==> src/rtl/demux2_buf_pkg.sv <==
// Shared constants for the buffered 1-to-2 demultiplexer: the per-channel
// FIFO depth and the channel encoding used on in_sel.
package demux2_buf_pkg;

  // Entries held by each channel FIFO.
  localparam int FIFO_DEPTH = 2;

  // Occupancy value at which a channel FIFO reports full.
  localparam logic [1:0] FULL_COUNT = 2'(FIFO_DEPTH);

  // Destination encoding carried on in_sel.
  typedef enum logic {
    CH_A = 1'b0,
    CH_B = 1'b1
  } channel_e;

endpackage

==> src/rtl/demux2_fifo2.sv <==
// Two-entry registered FIFO used once per demux channel. The head word is
// read straight from storage through the read pointer, so a pushed word is
// visible one cycle after the push edge and never bypasses storage.
module demux2_fifo2 #(
  parameter int width = 4
) (
  input  logic             clk,
  input  logic             rst,
  input  logic             push,
  input  logic [width-1:0] din,
  input  logic             pop,
  output logic [width-1:0] dout,
  output logic             valid,
  output logic             full
);
  import demux2_buf_pkg::*;

  logic [width-1:0] r_mem [FIFO_DEPTH];
  logic             r_wr_ptr;
  logic             r_rd_ptr;
  logic [1:0]       r_count;
  logic             w_push;
  logic             w_pop;

  // A push into a full FIFO and a pop from an empty one are ignored, so the
  // occupancy can never leave 0..2 whatever the caller drives.
  assign w_push = push & ~full;
  assign w_pop  = pop & valid;

  assign valid = (r_count != 2'd0);
  assign full  = (r_count == FULL_COUNT);
  assign dout  = r_mem[r_rd_ptr];

  // Storage: write the incoming word into the slot under the write pointer.
  // NOTE: storage is reset as well as the control state because the head
  // word is exported directly and must read as zero straight out of reset.
  always_ff @(posedge clk or posedge rst) begin
    if (rst) begin
      for (int i = 0; i < FIFO_DEPTH; i++) begin
        r_mem[i] <= '0;
      end
    end else if (w_push) begin
      // NOTE: sequential state is always updated with non-blocking
      // assignments so every register samples pre-edge values.
      r_mem[r_wr_ptr] <= din;
    end
  end

  // Control: 1-bit pointers wrap naturally; the count moves only when
  // exactly one of push/pop happens in the cycle.
  always_ff @(posedge clk or posedge rst) begin
    if (rst) begin
      r_wr_ptr <= 1'b0;
      r_rd_ptr <= 1'b0;
      r_count  <= 2'd0;
    end else begin
      if (w_push) begin
        r_wr_ptr <= ~r_wr_ptr;
      end
      if (w_pop) begin
        r_rd_ptr <= ~r_rd_ptr;
      end
      case ({w_push, w_pop})
        2'b10:   r_count <= r_count + 2'd1;
        2'b01:   r_count <= r_count - 2'd1;
        default: r_count <= r_count;
      endcase
    end
  end

endmodule

==> src/rtl/demux2_buf.sv <==
// Buffered 1-to-2 demultiplexer. Steers each accepted upstream word into the
// FIFO of the channel named by in_sel; each channel drains independently so
// a stalled consumer only back-pressures words aimed at its own channel.
module demux2_buf #(
  parameter int width = 4
) (
  input  logic             clk,
  input  logic             rst,
  input  logic             in_valid,
  output logic             in_ready,
  input  logic [width-1:0] in_data,
  input  logic             in_sel,
  output logic             a_valid,
  input  logic             a_ready,
  output logic [width-1:0] a_data,
  output logic             b_valid,
  input  logic             b_ready,
  output logic [width-1:0] b_data
);
  import demux2_buf_pkg::*;

  channel_e w_sel;
  logic     w_a_full;
  logic     w_b_full;
  logic     w_accept;
  logic     w_push_a;
  logic     w_push_b;

  assign w_sel = channel_e'(in_sel);

  // Ready depends only on the selected FIFO's registered fullness, so there
  // is no combinational path from either consumer's ready to in_ready and a
  // full FIFO refuses even in a cycle where it is also being popped.
  assign in_ready = (w_sel == CH_B) ? ~w_b_full : ~w_a_full;
  assign w_accept = in_valid & in_ready;

  // Exactly one FIFO is written per accepted word.
  assign w_push_a = w_accept & (w_sel == CH_A);
  assign w_push_b = w_accept & (w_sel == CH_B);

  demux2_fifo2 #(.width(width)) u_fifo_a (
    .clk   (clk),
    .rst   (rst),
    .push  (w_push_a),
    .din   (in_data),
    .pop   (a_ready),
    .dout  (a_data),
    .valid (a_valid),
    .full  (w_a_full)
  );

  demux2_fifo2 #(.width(width)) u_fifo_b (
    .clk   (clk),
    .rst   (rst),
    .push  (w_push_b),
    .din   (in_data),
    .pop   (b_ready),
    .dout  (b_data),
    .valid (b_valid),
    .full  (w_b_full)
  );

endmodule

==> config.mk <==
export PLATFORM = sky130hd
export DESIGN_NAME = demux2_buf
export DESIGN_NICKNAME = d
export VERILOG_FILES = /design/src/rtl/demux2_buf_pkg.sv /design/src/rtl/demux2_fifo2.sv /design/src/rtl/demux2_buf.sv
export SDC_FILE = /design/constraint.sdc
export NUM_CORES = 1
export LEC_CHECK = 0
export ABC_AREA = 1
export CAP_MARGIN = 0
export CELL_PAD_IN_SITES_DETAIL_PLACEMENT = 1
export CELL_PAD_IN_SITES_GLOBAL_PLACEMENT = 1
export CORE_AREA = 2 2 62 64
export CTS_CLUSTER_SIZE = 8
export DETAILED_ROUTE_END_ITERATION = 10
export DIE_AREA = 0 0 64 66
export PLACE_DENSITY_LB_ADDON = 0.1
export SETUP_SLACK_MARGIN = 0.5
export SLEW_MARGIN = 20
export SYNTH_ARGS = -nofsm -noshare
export SYNTH_HDL_FRONTEND = slang
export SYNTH_HIERARCHICAL = 1
export SYNTH_SLANG_ARGS = --single-unit
==> constraint.sdc <==
create_clock -name clk -period 2.3 [get_ports clk]
set_input_delay 0.46 -clock clk [delete_from_list [all_inputs] [get_ports clk]]
set_output_delay 0.46 -clock clk [all_outputs]
set_load 0.02 [all_outputs]
; ---- Yosys cells after proc, flatten, opt, wreduce, memory -nomap -nowiden
; Index checks and enable logic that the tools add are counted.
[word_totals]
word_cells = 65
reg_bits = 24
[op_classes]
bitwise_logic = 18
n_reduce_logical = 6
addsub = 4
n_eq_ne = 6
muxes = 15
magnitude_cmp = 6
[ops]
columns = op, count
row1 = $mux 4, 8
row2 = $bwmux 8, 2
row3 = $demux 4 s1, 2
row4 = $eq 2x2->1 const B, 4
row5 = $ge 2x2->1 const B, 4
row6 = $not 1->2, 4
row7 = $pmux 2 s2, 2
row8 = $reduce_bool 2->1, 4
row9 = $and 1x1->1, 7
row10 = $not 1->1, 7
row11 = $add 2x1->2 const B, 2
row12 = $eq 2x1->1 const B, 2
row13 = $lt 2x1->1 const B, 2
row14 = $sub 2x1->2 const B, 2
row15 = $logic_and 1x1->1, 2
row16 = $mux 1, 1

; ---- Logic depth before layout (Yosys ltp)
[logic_depth]
depth_word = 8
mapped_depth = 15

; ---- Cells and area by module
; The synthesis kept the hierarchy.
[by_module_without_submodules]
columns = module, area_each_um2, seq_area_each_um2, cells_per_inst, n_inst
row1 = demux2_fifo2, 636.9, 300.3, 78, 2
row2 = demux2_buf, 38.8, 0.0, 9, 1

; ---- Worst setup path after synthesis
; Ideal clock, no wire load.
[synth_path]
path_type = register to register
from = register u_fifo_b.r_count[0]
to = register u_fifo_b.r_count[1]
path_slack_ps = 549
arrival_ps = 1634
synth_period_minus_slack_ps = 1751
path_stages_with_launch = 15
t_required_ps = 2183
setup_time_ps = 117
cell_sequence = dfrtp_1 > inv_2 > nand2_4 > buf_8 > inv_1 > inv_1 > nand2_1 > nor2_1 > buf_4 > nand2_4 > ha_1 > inv_1 > nand3_1 > nand2_1 > nand2_1
[synth_via]
elab_chain_len = 8
word_cells_on_any_way = 14
classes_between = add/sub: 2 / eq/ne: 3 / mux: 2 / bitwise: 5 / reduce/logical: 2
[synth_lines]
columns = element, line
row1 = start: declaration, demux2_fifo2.sv:21  ; logic [1:0] r_count;
row2 = start signal: assignment, demux2_fifo2.sv:64  ; 2'b10: r_count <= r_count + 2'd1;
row3 = start signal: assignment, demux2_fifo2.sv:65  ; 2'b01: r_count <= r_count - 2'd1;
row4 = start signal: assignment, demux2_fifo2.sv:66  ; default: r_count <= r_count;
row5 = $eq 2x2->1 *, demux2_fifo2.sv:31  ; assign full = (r_count == FULL_COUNT);
row6 = via w_b_full, demux2_buf.sv:24  ; logic w_b_full;
row7 = $not 1->1 *, demux2_buf.sv:34  ; assign in_ready = (w_sel == CH_B) ? ~w_b_full : ~w_a_full;
row8 = $mux 1 *, demux2_buf.sv:34
row9 = $and 1x1->1 *, demux2_buf.sv:35  ; assign w_accept = in_valid & in_ready;
row10 = $and 1x1->1 *, demux2_buf.sv:39  ; assign w_push_b = w_accept & (w_sel == CH_B);
row11 = via w_push_b, demux2_buf.sv:27  ; logic w_push_b;
row12 = $and 1x1->1 *, demux2_fifo2.sv:27  ; assign w_push = push & ~full;
row13 = $eq 2x1->1 / $eq 2x2->1 (equally long branches), demux2_fifo2.sv:63  ; case ({w_push, w_pop})
row14 = $pmux 2 s2 / $reduce_bool 2->1 (equally long branches), n/a
; Mark *: on every way through the listed nets, which the timed path passes. The rest lies on a longest branch.
; A chain may end at the register's enable or synchronous reset.

; ---- Worst setup path after layout
[layout_path]
from = register u_fifo_b.r_count[0]
to = output port in_ready
[layout_via]
elab_chain_len = 3
[layout_lines]
columns = element, line
row1 = $eq 2x2->1, demux2_fifo2.sv:31
row2 = via w_b_full, demux2_buf.sv:24
row3 = $not 1->1, demux2_buf.sv:34
row4 = $mux 1, demux2_buf.sv:34
row5 = end: declaration, demux2_buf.sv:10  ; output logic in_ready,
; The timed path passes the listed nets, and every way through them passes these cells.

==> reports/results.ini <==
[outcome]
status = completed

[timing]
skew_ns = 0.007595
setup_viol = 0
fmax_ghz = 0.5556
tns_ns = 0
hold_viol_final = 0
finalCritPeriodShare_pct = 78.26
rsz0062_at_grt = true
slew_headroom_pct = 67.79
period_needed_ns = 1.800
worst_slew_pin_slew_ns = 0.4826
slew_viol_final = 0

[setup_path]
reg2reg_slack_ns = 0.57
path_class = reg2out
critPathCaptureType = output pin
timing.rr.start = u_fifo_b/r_count[0]
worstPathMaxFanout = 12
startpoint_type = flip-flop
reg2reg_depth = 12
cp.arrival_ns = 1.34
r2r_end = u_fifo_b/r_count[1]
required_ns = 1.84

[drt]
wire_per_inst_um = 13.18
wirelength_um = 3150
drtAntennaViolNets = 0
dr.first_iter.drc_count = 36
drc_errors = 0
dr.pass1.iters = 4
viasPerCell = 4.904
routed-via-count = 1172

[global_route]
gr-usage-all-layers_pct = 17.16
grt_max_degree = 14
antenna_found_initial = 0
grt-ovfl-total = 0
first_global_vias = 1305
grt_pass1_wl_um = 5740

[synthesis]
avgSynthCellArea_um2 = 7.955
yosysWarnings = 6
syn-instance-count = 165
synth_area_leaders = dfrtp_1, nand2_1, nand4_1
synth_top_cell_area_share_pct = 45.76
synth_top_cell_by_area = dfrtp_1
syn_area_mm2 = 0.001313
ys_types = 19
synth_nets = 177
synth_seq_area_share_pct = 45.76
synth_seq_cells = 24

[cells_and_area]
fin_area_mm2 = 0.001594
n_antenna_cell = 0
drive_above_1_share_pct = 21.47
areaGrowthSynthToFinish_pct = 21.45
fin_nets = 204

[placement]
dp_hpwl_um = 2454
place.port_buffers = 20
gp_congestion = 0.7374
place_area_mm2 = 0.001535

[worst_hold_path]
min_path_type = in2async

[power]
pwr_density_cell_mw_per_mm2 = 1349
vdd_drop_max_v = 0.0004433
p_leak_nw = 0.8430

[floorplan]
rows = 22
core_area_mm2 = 0.003551
dieArea_mm2 = 0.004224
initial_core_util_pct = 36.96
io_pins = 21
chipHeight_um = 66
die_x_um = 64

[clocking]
clock_sinks = 24
root_buffer = clkbuf_4
cts_tree = yes
cts_buffers = 3
htreeDepth = 1
cts_buffer_depth = 2
clk_latency_ns = 0.31
clkTransAtPathRegs_ns = 0.14

[flow_run]
cap_viol_max_count = 0

==> through the flow <==
| step | total power, mW | std cells | setup slack, ns | utilization (%) | hold slack (ns) |
|---|---|---|---|---|---|
| final | 2.150 | 239 | 0.5001 | 44.89 | 0.4606 |
| after global placement | 1.858 | 229 | 0.1864 | 43.23 | 0.4556 |
| after global routing | 2.373 | 239 | 0.3846 | 44.89 | 0.4948 |
| after detailed placement | 1.931 | 229 | 0.1430 | 43.23 | 0.4632 |
| after CTS | 2.095 | 233 | 0.2687 | 44.19 | 0.4819 |
| after floorplan | 1.556 | 165 | 0.5488 | - | 0.3247 |
==> final cells by class <==
type | count | area (um2)
clock buffer | 4 | 36.28
fill | 433 | 1957
inverter | 28 | 105.1
multi-input combinational | 107 | 571.8
sequential | 24 | 605.6
tap | 48 | 60.06
timing repair buffer | 28 | 215.2
==> cells in the mapped netlist <==
library cell	number
dfrtp_1	24
inv_1	23
nand3b_1	2
clkinv_1	1
nand2_1	62
nand3_1	2
o21ai_0	8
inv_2	4
ha_1	2
buf_8	2
nand2_2	1
buf_4	2
nand3_2	4
nand2_4	4
xnor2_1	2
nand4_1	18
nor2_2	1
nor2_1	1
clkbuf_1	2
==> sequential cells by signal (all words and copies together), names as in the netlist <==
signal	flops
u_fifo_a/r_mem	8
u_fifo_b/r_mem	8
u_fifo_a/r_count	2
u_fifo_b/r_count	2
u_fifo_a/r_rd_ptr	1
u_fifo_a/r_wr_ptr	1
u_fifo_b/r_rd_ptr	1
u_fifo_b/r_wr_ptr	1
==> what timing repair did <==
action,4_1_cts,5_1_grt
setup buffers,0,6
pin swaps,0,1
setup endpoints to repair,11,18
hold buffers,0,0
gates resized for setup,22,26
==> worst max-delay path by stage <==
stage                                   start                  end  slack, ns
after floorplan           u_fifo_b/r_count[0]  u_fifo_b/r_count[1]       0.55
after global placement                 in_sel             in_ready       0.19
after detailed placement               in_sel             in_ready       0.14
after CTS                 u_fifo_a/r_count[0]             in_ready       0.27
after global routing      u_fifo_b/r_count[0]             in_ready       0.38
final                     u_fifo_b/r_count[0]             in_ready       0.50
==> layout by cell type, fill, tap and decap left out, types with 3 or more instances in the layout <==
master and count:
dfrtp_2 4, buf_4 7, clkbuf_2 9, inv_2 4, inv_1 23, clkdlybuf4s50_1 9
nand4_1 18, dfrtp_1 20, o21ai_0 8, nand2_1 62, nand3_2 4, clkbuf_4 3
==> power breakdown <==
group          total [mW]  internal (mW)  switching (mW)
Combinational        1.10          0.422           0.680
Clock               0.224         0.0966           0.127
Sequential          0.825          0.628           0.197
==> cells by family after synthesis <==
logic type               share of synthesized area (%)
AO/OA/AOI/OAI                                    3.051
XOR/XNOR                                         1.335
buffers and inverters                            12.01
adder cells (fa/ha/maj)                          1.906
flip-flops                                       45.76
AND/OR/NAND/NOR                                  35.94
==> critical path: stages (launching register included) <==
cell,delay [ns]
dfrtp_1,0.43
inv_2,0.13
nand2_8,0.10
inv_1,0.07
inv_1,0.04
nand2_1,0.06
nand2_1,0.05
buf_2,0.15
==> metal layers <==
| metal | up-vias | routed length [um] | global-route usage (%) |
|---|---|---|---|
| li1 | 572 | - | - |
| met2 | 17 | 1717 | 33.59 |
| met3 | 6 | 104 | 2.555 |
| met5 | - | 0 | 0 |
| met4 | 0 | 63 | 4.076 |
| met1 | 577 | 1263 | 19.33 |
No activity file was read; power rests on OpenSTA's default activity.
